`config.mk`:
```
export PLATFORM = sky130hd
export DESIGN_NAME = dev_bridge
export DESIGN_NICKNAME = d
export VERILOG_FILES = /design/src/rtl/dev_bridge.sv
export SDC_FILE = /design/constraint.sdc
export NUM_CORES = 1
export LEC_CHECK = 0
export ABC_AREA = 1
export BUFFER_PORTS_ARGS = -buffer_cell sky130_fd_sc_hd__buf_4
export CAP_MARGIN = 40
export CORE_UTILIZATION = 47
export CTS_CLUSTER_SIZE = 25
export DETAILED_ROUTE_END_ITERATION = 10
export PLACE_DENSITY = 0.94
export SYNTH_ARGS = -nofsm -noshare
export SYNTH_HDL_FRONTEND = slang
export SYNTH_SLANG_ARGS = --single-unit
export TNS_END_PERCENT = 1
```
`constraint.sdc`:
```
create_clock -name clk -period 2.2 [get_ports clk]
set_input_delay 0.44 -clock clk [delete_from_list [all_inputs] [get_ports clk]]
set_output_delay 0.44 -clock clk [all_outputs]
set_load 0.02 [all_outputs]
```
`src/rtl/dev_bridge.sv`:
```
// dev_bridge: CPU data-port bridge to memory-mapped peripherals.
// One access takes three cycles. The states are IDLE (decode), ACCESS
// (device strobe and read capture) and RESP (ready pulse).
// Device IRQ lines are registered into the 6-bit HWInt vector.
// Optional macro DEV_BRIDGE_IRQ_LATCH_EN: hwint becomes sticky pending bits.
// These bits are set on an IRQ rising edge. A write to word 0 of the
// owning device clears them.
module dev_bridge #(
    parameter int          NDEV      = 2,
    parameter logic [31:0] DEV0_BASE = 32'h0000_7F00,
    parameter int          DEV_SPAN  = 16
) (
    input  logic                 clk,
    input  logic                 reset,
    input  logic                 cpu_req,
    input  logic                 cpu_we,
    input  logic [31:0]          cpu_addr,
    input  logic [31:0]          cpu_wdata,
    output logic                 cpu_ready,
    output logic [31:0]          cpu_rdata,
    output logic                 cpu_err,
    output logic [1:0]           dev_addr,
    output logic [31:0]          dev_wdata,
    output logic [NDEV-1:0]      dev_we,
    input  logic [32*NDEV-1:0]   dev_rdata,
    input  logic [NDEV-1:0]      dev_irq,
    output logic [5:0]           hwint
);

    typedef enum logic [1:0] {
        ST_IDLE   = 2'd0,
        ST_ACCESS = 2'd1,
        ST_RESP   = 2'd2
    } state_t;

    state_t            state_r;
    logic              we_r;
    logic              err_r;
    logic [2:0]        sel_r;
    logic              cpu_ready_r;
    logic              cpu_err_r;
    logic [31:0]       cpu_rdata_r;
    logic [1:0]        dev_addr_r;
    logic [31:0]       dev_wdata_r;
    logic [NDEV-1:0]   dev_we_r;
    logic [5:0]        hwint_r;

    logic [31:0]       off_s;
    logic              hit_s;
    logic              err_s;
    logic [2:0]        sel_s;
    logic [NDEV-1:0]   strobe_s;
    logic [31:0]       rd_sel_s;
    logic [5:0]        irq_ext_s;

    // Wrap-around offset into the device region; addresses below the
    // base wrap to large values and miss. Three select bits let all six
    // possible windows decode; for NDEV <= 4 the top bit is always 0 on a hit.
    assign off_s     = cpu_addr - DEV0_BASE;
    assign hit_s     = (off_s < 32'(DEV_SPAN * NDEV));
    assign err_s     = (!hit_s) || (cpu_addr[1:0] != 2'b00);
    assign sel_s     = off_s[6:4];
    assign irq_ext_s = 6'(dev_irq);

    // One-hot strobe pattern for the device being decoded this cycle
    always_comb begin
        strobe_s = {NDEV{1'b0}};
        for (int k = 0; k < NDEV; k++) begin
            strobe_s[k] = (sel_s == 3'(k));
        end
    end

    // Read-data mux for the latched device select
    always_comb begin
        rd_sel_s = 32'h0000_0000;
        for (int k = 0; k < NDEV; k++) begin
            rd_sel_s = (sel_r == 3'(k)) ? dev_rdata[32*k +: 32] : rd_sel_s;
        end
    end

    // Access FSM with all CPU/device outputs registered
    always_ff @(posedge clk) begin
        if (!reset) begin
            state_r     <= ST_IDLE;
            we_r        <= 1'b0;
            err_r       <= 1'b0;
            sel_r       <= 3'd0;
            cpu_ready_r <= 1'b0;
            cpu_err_r   <= 1'b0;
            cpu_rdata_r <= 32'h0000_0000;
            dev_addr_r  <= 2'b00;
            dev_wdata_r <= 32'h0000_0000;
            dev_we_r    <= {NDEV{1'b0}};
        end else begin
            case (state_r)
                ST_IDLE: begin
                    cpu_ready_r <= 1'b0;
                    cpu_err_r   <= 1'b0;
                    if (cpu_req) begin
                        we_r        <= cpu_we;
                        err_r       <= err_s;
                        sel_r       <= sel_s;
                        // Device-side outputs are loaded here so they are valid
                        // throughout ACCESS and hold afterwards.
                        dev_addr_r  <= cpu_addr[3:2];
                        dev_wdata_r <= cpu_wdata;
                        dev_we_r    <= (cpu_we && !err_s) ? strobe_s : {NDEV{1'b0}};
                        state_r     <= ST_ACCESS;
                    end else begin
                        dev_we_r    <= {NDEV{1'b0}};
                        state_r     <= ST_IDLE;
                    end
                end
                ST_ACCESS: begin
                    dev_we_r    <= {NDEV{1'b0}};
                    cpu_rdata_r <= (!we_r && !err_r) ? rd_sel_s : 32'h0000_0000;
                    cpu_ready_r <= 1'b1;
                    cpu_err_r   <= err_r;
                    state_r     <= ST_RESP;
                end
                ST_RESP: begin
                    dev_we_r    <= {NDEV{1'b0}};
                    cpu_ready_r <= 1'b0;
                    cpu_err_r   <= 1'b0;
                    state_r     <= ST_IDLE;
                end
                default: begin
                    dev_we_r    <= {NDEV{1'b0}};
                    cpu_ready_r <= 1'b0;
                    cpu_err_r   <= 1'b0;
                    state_r     <= ST_IDLE;
                end
            endcase
        end
    end

`ifdef DEV_BRIDGE_IRQ_LATCH_EN
    logic [5:0] irq_prev_r;
    logic [5:0] rise_s;
    logic [5:0] clr_s;

    assign rise_s = irq_ext_s & ~irq_prev_r;

    // Pending-bit clear: a successful write to word 0 (Ctrl) of the owning device
    always_comb begin
        clr_s = 6'b00_0000;
        for (int k = 0; k < 6; k++) begin
            clr_s[k] = (state_r == ST_ACCESS) && we_r && !err_r &&
                       (dev_addr_r == 2'b00) && (sel_r == 3'(k));
        end
    end

    // Sticky pending bits; a set and a clear in the same cycle leave the bit set
    always_ff @(posedge clk) begin
        if (!reset) begin
            irq_prev_r <= 6'b00_0000;
            hwint_r    <= 6'b00_0000;
        end else begin
            irq_prev_r <= irq_ext_s;
            hwint_r    <= (hwint_r & ~clr_s) | rise_s;
        end
    end
`else
    // Plain one-cycle registered copy of the device IRQ lines
    always_ff @(posedge clk) begin
        if (!reset) begin
            hwint_r <= 6'b00_0000;
        end else begin
            hwint_r <= irq_ext_s;
        end
    end
`endif

    assign cpu_ready = cpu_ready_r;
    assign cpu_err   = cpu_err_r;
    assign cpu_rdata = cpu_rdata_r;
    assign dev_addr  = dev_addr_r;
    assign dev_wdata = dev_wdata_r;
    assign dev_we    = dev_we_r;
    assign hwint     = hwint_r;

endmodule

```
======== Word-level counts from Yosys, hierarchy flattened ========
Cells that the tools add are included.
storage, ports and cells
  bits in registers ....................... 83
  input bits .............................. 134
  output and inout port bits .............. 76
operators by class
  $add $sub $neg .......................... 1
  order comparisons ....................... 1
  equality and inequality tests ........... 3
  mux-type cells .......................... 6
  reductions and logical operators ........ 14
operators by type and width
  kind                      number
  $mux W32                  3
  $lt A32 B6 Y1 const B     1
  $sub A32 B15 Y32 const B  1
  $eq A3 B1 Y1 const B      2
  $logic_not A3 Y1          2
  $logic_not A1 Y1          4
  $pmux W2 S2               1
  $reduce_and A2 Y1         2
  $reduce_and A4 Y1         1
  $eq A2 B1 Y1 const B      1
  $logic_and A1 B1 Y1       2
  $logic_not A2 Y1          1
  $mux W1                   2
  $reduce_bool A2 Y1        1
  $logic_or A1 B1 Y1        1

======== Logic depth before layout (Yosys ltp) ========
Gate-level depths: netlist of run 1.
  depth after elaboration ................. 7
  depth in mapped cells ................... 13

======== Worst setup path after synthesis of run 1 ========
No wires, ideal clock.
  path kind ............................... input port to flip-flop
  start ................................... input cpu_addr[19]
  end ..................................... register err_r
  setup time .............................. 113 ps
  arrival time ............................ 1353 ps
  path slack .............................. 734 ps
  cell stages on the path ................. 12
  path buffers ............................ 0
  cells stage by stage .................... nor2_2 -> nand2_1 -> nor2_4 -> nand3_1 -> nand2_1 -> nand2_1 -> nor2_2 -> nand2_1 -> nor2_2 -> nand2_1 -> nand2_1 -> nand2_1
on the way
  longest elaborated chain between the ends .. 4
ends and longest elaborated chain
  what                  line  text
  start, declared       17    input logic [31:0] cpu_addr,
  $sub A32 B15 Y32      59    assign off_s = cpu_addr - DEV0_BASE;
  $lt A32 B6 Y1         60    assign hit_s = (off_s < 32'(DEV_SPAN * NDEV));
  $logic_not A1 Y1      61    assign err_s = (!hit_s) || (cpu_addr[1:0] != 2'b00);
  $logic_or A1 B1 Y1    61
  end signal, assigned  101   err_r <= err_s;
  end, declared         38    logic err_r;
Every way passes these cells.
A chain may end at the register's enable or synchronous reset.

======== Worst setup path after layout of run 1 ========
  start ................................... register sel_r[0]
  end ..................................... register cpu_rdata_r[4], in the netlist cpu_rdata[4]
on the way
  longest elaborated chain between the ends .. 4
  elaborated cells between the ends (all ways) .. 5
  classes of those cells .................. eq/ne (1); mux (3); reduce/logical (1)
ends and longest elaborated chain
  what                    line  text
  start, declared         39    logic [2:0] sel_r;
  start signal, assigned  102   sel_r <= sel_s;
  $logic_not A3 Y1        77    rd_sel_s = (sel_r == 3'(k)) ? dev_rdata[32*k +: 32] : rd_sel_s;
  $mux W32                77
  $mux W32 (*)            77
  $mux W32 (*)            116   cpu_rdata_r <= (!we_r && !err_r) ? rd_sel_s : 32'h0000_0000;
  end signal, assigned    116
  end, declared           42    logic [31:0] cpu_rdata_r;
Every way passes the cells marked *; elsewhere a longest branch is shown, timed or not.

==> impl_metrics.ini, run 1 <==
[worst_setup_path]
crit_path_max_fanout = 19
crit_path_start_kind = flip-flop
critPathKind = reg2reg
endpoint_kind = flip-flop
arrival_ps = 1800
cp.required_ps = 2470

[synthesis]
ys_seq_elements = 78
yosysUniqueCellTypes = 26
yosysSeqAreaShare_pct = 44.2
yosysTopAreaCell = dfxtp_1
yosys-top-cells-count = nand2_1 (149), nand3_1 (83), dfxtp_1 (78), a22o_1 (34), a21oi_1 (32)
ys_warn_count = 0
synth_edf_count = 0
yosysTopAreaCellShare_pct = 44.2
synthTopCellsByArea = dfxtp_1 (44%), nand2_1 (16%), nand3_1 (12%), a22o_1 (8.4%), a21oi_1 (4.5%)
synth_area_mm2 = 0.00354
synthFlopType = dfxtp_1
syn_avg_cell_area_um2 = 7.22
synthArstFlopShare_pct = 0
synthCells = 490
synth.most_common_cell = nand2_1

[power]
p_leak_nw = 2.59
p_per_area_mw_per_mm2 = 605
clkPwrFrac_pct = 29.3
p_int_w = 0.00227
netSwitchingPower_w = 0.000939
pwr-share-seq_pct = 47.8
ir_drop_mv = 0.307
total_power_w = 0.00321
pwr-share-comb_pct = 22.9
switching_share_pct = 29.2

[cells_and_area]
area_growth_pct = 50.0
final_core_util_pct = 73.1
nFillCells = 557
stdcell_area_mm2 = 0.00530
drive_gt1_share_pct = 35.5
nNetsFinal = 818
antenna_cells = 0

[drt]
routedWlPerCell_um = 13.7
via_per_inst = 5.13
routed_wirelength_um = 10800
wl_met3_um = 961
drc = 0
detail_route.first_pass.iterations = 4
m1WireLength_um = 4170
vias = 4038
wl_met2_um = 5520
top_layer_used = met4
initialDrtViolationCount = 200
drtAntennaViolNets = 0

[cts]
cts_buffers = 9
insertion_delay_ps = 340
cts_tree = built
postCtsSetupRepairBufs = 0
h-tree-depth = 3
cts-resized-gates = 0
cts.clk_slew.worst_paths_ps = 80
clock_sinks = 78
cts_hold_buf = 0
clk_path_buf_depth = 2
cts_root_buffer = clkbuf_8

[placed_design]
dpl.hpwl_um = 8210
globalplace.congestion = 0.867
port_buffers = 205
dpl_cell_area_mm2 = 0.00513

[floorplan]
dieArea_mm2 = 0.00787
design.core.area_mm2 = 0.00725
fp.dieH_um = 88.7
die_w_um = 88.7
initial_core_util_pct = 48.7
fp-row-count = 31
io_pins = 210

[global_route]
grt_pass1_wl_um = 15700
grt_max_degree = 65
grtUsageTotal_pct = 25.5
antenna_found_initial = 0
gr-total-overflow = 0
grt_pass1_vias = 3509

[timing]
setup_tns_ps = 0
min_period_ps = 1530
tightest_slew_ps = 600
period_share_pct = 69.5
timing.fmax_ghz = 0.654
drv_slew = 0
finalClockSkew_ps = 16.4
slew_headroom_pct = 59.9
grt_setup_unrepaired = no
hold_viol_final = 0
setup_viol = 0

[job]
drv_cap = 0

[worst_hold_path]
hp-class = in2reg

[status]
outcome = finished, final reports clean
-- worst max-delay path: stages, from the launching register on --
cell and delay [ps]:
dfxtp_1 700, buf_4 340, nand3_1 110, nand2_1 120, nand2_1 50, a21oi_1 130
-- power by group through the flow --
stage          registers [W]  logic, W  clock network, W
2_1_floorplan        0.00164  0.000297                 0
3_3_place_gp         0.00156  0.000714                 0
3_5_place_dp         0.00157  0.000731                 0
4_1_cts              0.00154  0.000735          0.000955
5_1_grt              0.00154  0.000799           0.00102
6_report             0.00154  0.000736          0.000940
-- kinds of logic (layout without fill, tap and decap cells) --
logic type             Yosys count  count (layout)  synth area share, %
AO/OA/AOI/OAI                   72              72                 13.9
AND/OR/NAND/NOR                284             284                 35.2
other                            1               4                0.106
buffers and inverters           55             250                 6.65
flip-flops                      78              78                 44.2
-- cell type report --
cell class	count	area, um^2	share of cell area [%]
tap	99	124	2.34
multi-input combinational	360	1770	33.3
inverter	22	82.6	1.56
clock inverter	5	33.8	0.637
sequential	78	1560	29.4
timing repair buffer	213	1600	30.1
clock buffer	10	138	2.59
-- worst paths after layout --
path                                    from            to  slack (ps)  cells past startpoint
worst max register to register      sel_r[0]  cpu_rdata[4]         670                      5
worst max-delay path                sel_r[0]  cpu_rdata[4]         670                      5
worst min-delay path             cpu_addr[4]     dev_we[0]         270                      2
worst min register to register  cpu_rdata[1]  cpu_rdata[1]         470                      2
-- stage by stage --
stage               hold slack, ps  cells  setup WS, ps
floorplan                      429    493           734
global placement               454    772           487
detailed placement             457    772           455
CTS                            261    787           670
global route                   264    787           561
finish                         266    787           671
-- state kept, by name, indices dropped and copies added, names as in the netlist --
register   flops
dev_wdata     32
cpu_err        1
err_r          1
dev_we         2
hwint          2
sel_r          3
state_r        2
cpu_rdata     32
we_r           1
dev_addr       2
-- metal layers --
layer / global-route usage (%) / up-vias
met4: 9.53 / 0
met1: 28.3 / 1841
met5: 0 / -
li1: - / 2018
met3: 6.06 / 17
met2: 47.0 / 162
-- cell usage in the layout, fill, tap and decap left out --
cell type,instances
buf_4,213
a22o_1,34
clkinvlp_4,2
nor3b_1,1
o21ai_0,5
nand2_2,3
clkinv_1,2
nor3_2,2
a21oi_1,32
nand3b_1,2
inv_6,1
clkbuf_8,10
nand2_1,149
nand4_1,4
inv_1,19
o21bai_1,1
dfxtp_1,78
nor2_4,3
nor4_1,1
nor2_1,28
nor2_2,6
nand3_2,1
conb_1,4
and2_1,1
nand3_1,83
inv_2,1
clkinv_2,2
Power figures use the tool's default switching activity.
==> run 2: changes to the inputs <==
--- a/config.mk
+++ b/config.mk
@@ -8,10 +8,10 @@
 export ABC_AREA = 1
 export BUFFER_PORTS_ARGS = -buffer_cell sky130_fd_sc_hd__buf_4
 export CAP_MARGIN = 40
-export CORE_UTILIZATION = 47
+export CORE_UTILIZATION = 44
 export CTS_CLUSTER_SIZE = 25
 export DETAILED_ROUTE_END_ITERATION = 10
-export PLACE_DENSITY = 0.94
+export PLACE_DENSITY = 0.89
 export SYNTH_ARGS = -nofsm -noshare
 export SYNTH_HDL_FRONTEND = slang
 export SYNTH_SLANG_ARGS = --single-unit
==> constraint.sdc (replaced) <==
create_clock -name clk -period 1.5 [get_ports clk]
set_input_delay 0.3 -clock clk [delete_from_list [all_inputs] [get_ports clk]]
set_output_delay 0.3 -clock clk [all_outputs]
set_load 0.02 [all_outputs]
==> run 2 against run 1 <==
Worst setup slack lost 520 ps. Critical path depth grew 2. Non-clock buffer count grew 9. Core utilization shrank 3.4 points. Die area rose by 6.7%. Clock-buffer cell count down 1. First-iteration DRC count rose by 4.5%. Critical endpoint is now dev_wdata[17]. Largest cell class unchanged.
==> impl_metrics.ini, run 2 (synthesis gave the netlist of run 1 again) <==
[timing]
timing.fmax_ghz = 0.742
drv_slew = 0
min_period_ps = 1350
finalClockSkew_ps = 12.3
setup_viol = 0
hold_viol_final = 0
grt_setup_unrepaired = no
period_share_pct = 89.8
setup_tns_ps = 0

[power]
p_per_area_mw_per_mm2 = 897
ir_drop_mv = 0.486
p_leak_nw = 2.66

[worst_setup_path]
endpoint_kind = flip-flop
critPathKind = reg2reg
crit_path_max_fanout = 32
crit_path_start_kind = flip-flop
arrival_ps = 1630
cp.required_ps = 1780

[cells_and_area]
final_cells = 799
nNetsFinal = 827
antenna_cells = 0
final_cell_mix = buf_4 (219), nand2_1 (149), nand3_1 (83)
area_growth_pct = 53.3
final_common_cell = buf_4
drive_gt1_share_pct = 36.3

[floorplan]
fp-row-count = 32
fp.dieH_um = 91.6
design.core.area_mm2 = 0.00777
die_w_um = 91.6
io_pins = 210
dieArea_mm2 = 0.00840
initial_core_util_pct = 45.5

[drt]
via_per_inst = 5.14
drtAntennaViolNets = 0
vias = 4103
routedWlPerCell_um = 13.6
drc = 0
initialDrtViolationCount = 209
detail_route.first_pass.iterations = 5
routed_wirelength_um = 10900

[status]
outcome = finished, final reports clean

[cts]
cts_tree = built
clk_path_buf_depth = 2
h-tree-depth = 3
cts_hold_buf = 0
cts.clk_slew.worst_paths_ps = 70
insertion_delay_ps = 340
cts_root_buffer = clkbuf_8
clock_sinks = 78
cts_buffers = 9

[global_route]
gr-total-overflow = 0
antenna_found_initial = 0
grtUsageTotal_pct = 25.7
grt_pass1_vias = 3825
grt_max_degree = 65
grt_pass1_wl_um = 17300

[placed_design]
dpl.hpwl_um = 8400
placed_cells = 784
globalplace.congestion = 0.936
port_buffers = 205

[worst_hold_path]
hp-class = in2reg

[job]
drv_cap = 0
==> run 2: cell count changes in the layout (fill, tap and decap cells not counted), sizes merged <==
| cell | change |
|---|---|
| clkbuf | -1 |
| clkinv | +2 |
| clkinvlp | -2 |
| bufinv | +1 |
| buf | +9 |
==> run 2: final cells by class <==
cell class,instances,area (um^2)
Clock inverter,6,62.6
Fill cell,649,2350
Tap cell,102,128
Multi-Input combinational cell,360,1770
Sequential cell,78,1560
Clock buffer,9,124
Inverter,22,82.6
Timing Repair Buffer,222,1700
==> run 2: worst paths after layout <==
| path | end | slack, ps | from | cells past startpoint |
|---|---|---|---|---|
| worst max-delay path | dev_wdata[17] | 150 | state_r[1] | 7 |
| worst min-delay path | dev_we[0] | 130 | cpu_addr[4] | 2 |
| worst max register to register | dev_wdata[17] | 150 | state_r[1] | 7 |
| worst min register to register | cpu_rdata[23] | 470 | cpu_rdata[23] | 2 |
==> run 2: metrics by stage <==
step           hold WS, ps  power, W  util (%)  setup slack [ps]  cell area [um^2]
6_report               126   0.00486      69.8               153              5420
5_1_grt                107   0.00509      69.8              50.5              5420
4_1_cts                110   0.00490      69.7              66.1              5420
3_5_place_dp           457   0.00341      67.3              -102              5230
3_3_place_gp           454   0.00338      67.3             -47.4              5230
2_1_floorplan          372   0.00284         -              99.0              3550
==> run 2: power breakdown <==
group / total [W] / switching (W) / internal [W]
clock: 0.00149 / 0.000734 / 0.000759
combinational: 0.00113 / 0.000584 / 0.000543
sequential: 0.00224 / 0.0000618 / 0.00218
total: 0.00486 / 0.00138 / 0.00348
==> run 2: what timing repair did <==
| action | 4_1_cts | 5_1_grt |
|---|---|---|
| buffers inserted | 0 | 0 |
| resized for setup | 0 | 1 |
| setup endpoints to repair | 0 | 29 |
==> run 2: metal layers <==
| layer | part of all wire [%] | up-vias | wire length [um] | track usage, % |
|---|---|---|---|---|
| li1 | - | 2034 | - | - |
| met1 | 39 | 1879 | 4210 | 28.5 |
| met2 | 51 | 167 | 5580 | 47.1 |
| met3 | 7.3 | 23 | 797 | 5.14 |
| met4 | 2.5 | 0 | 272 | 11.4 |
| met5 | 0 | - | 0 | 0 |
==> run 2: critical path, stage by stage (launching register included) <==
cell,delay [ps]
dfxtp_1,320
inv_2,50
nand2_1,40
nor2_1,150
nand2_1,190
clkinv_1,110
buf_6,240
a22o_1,180
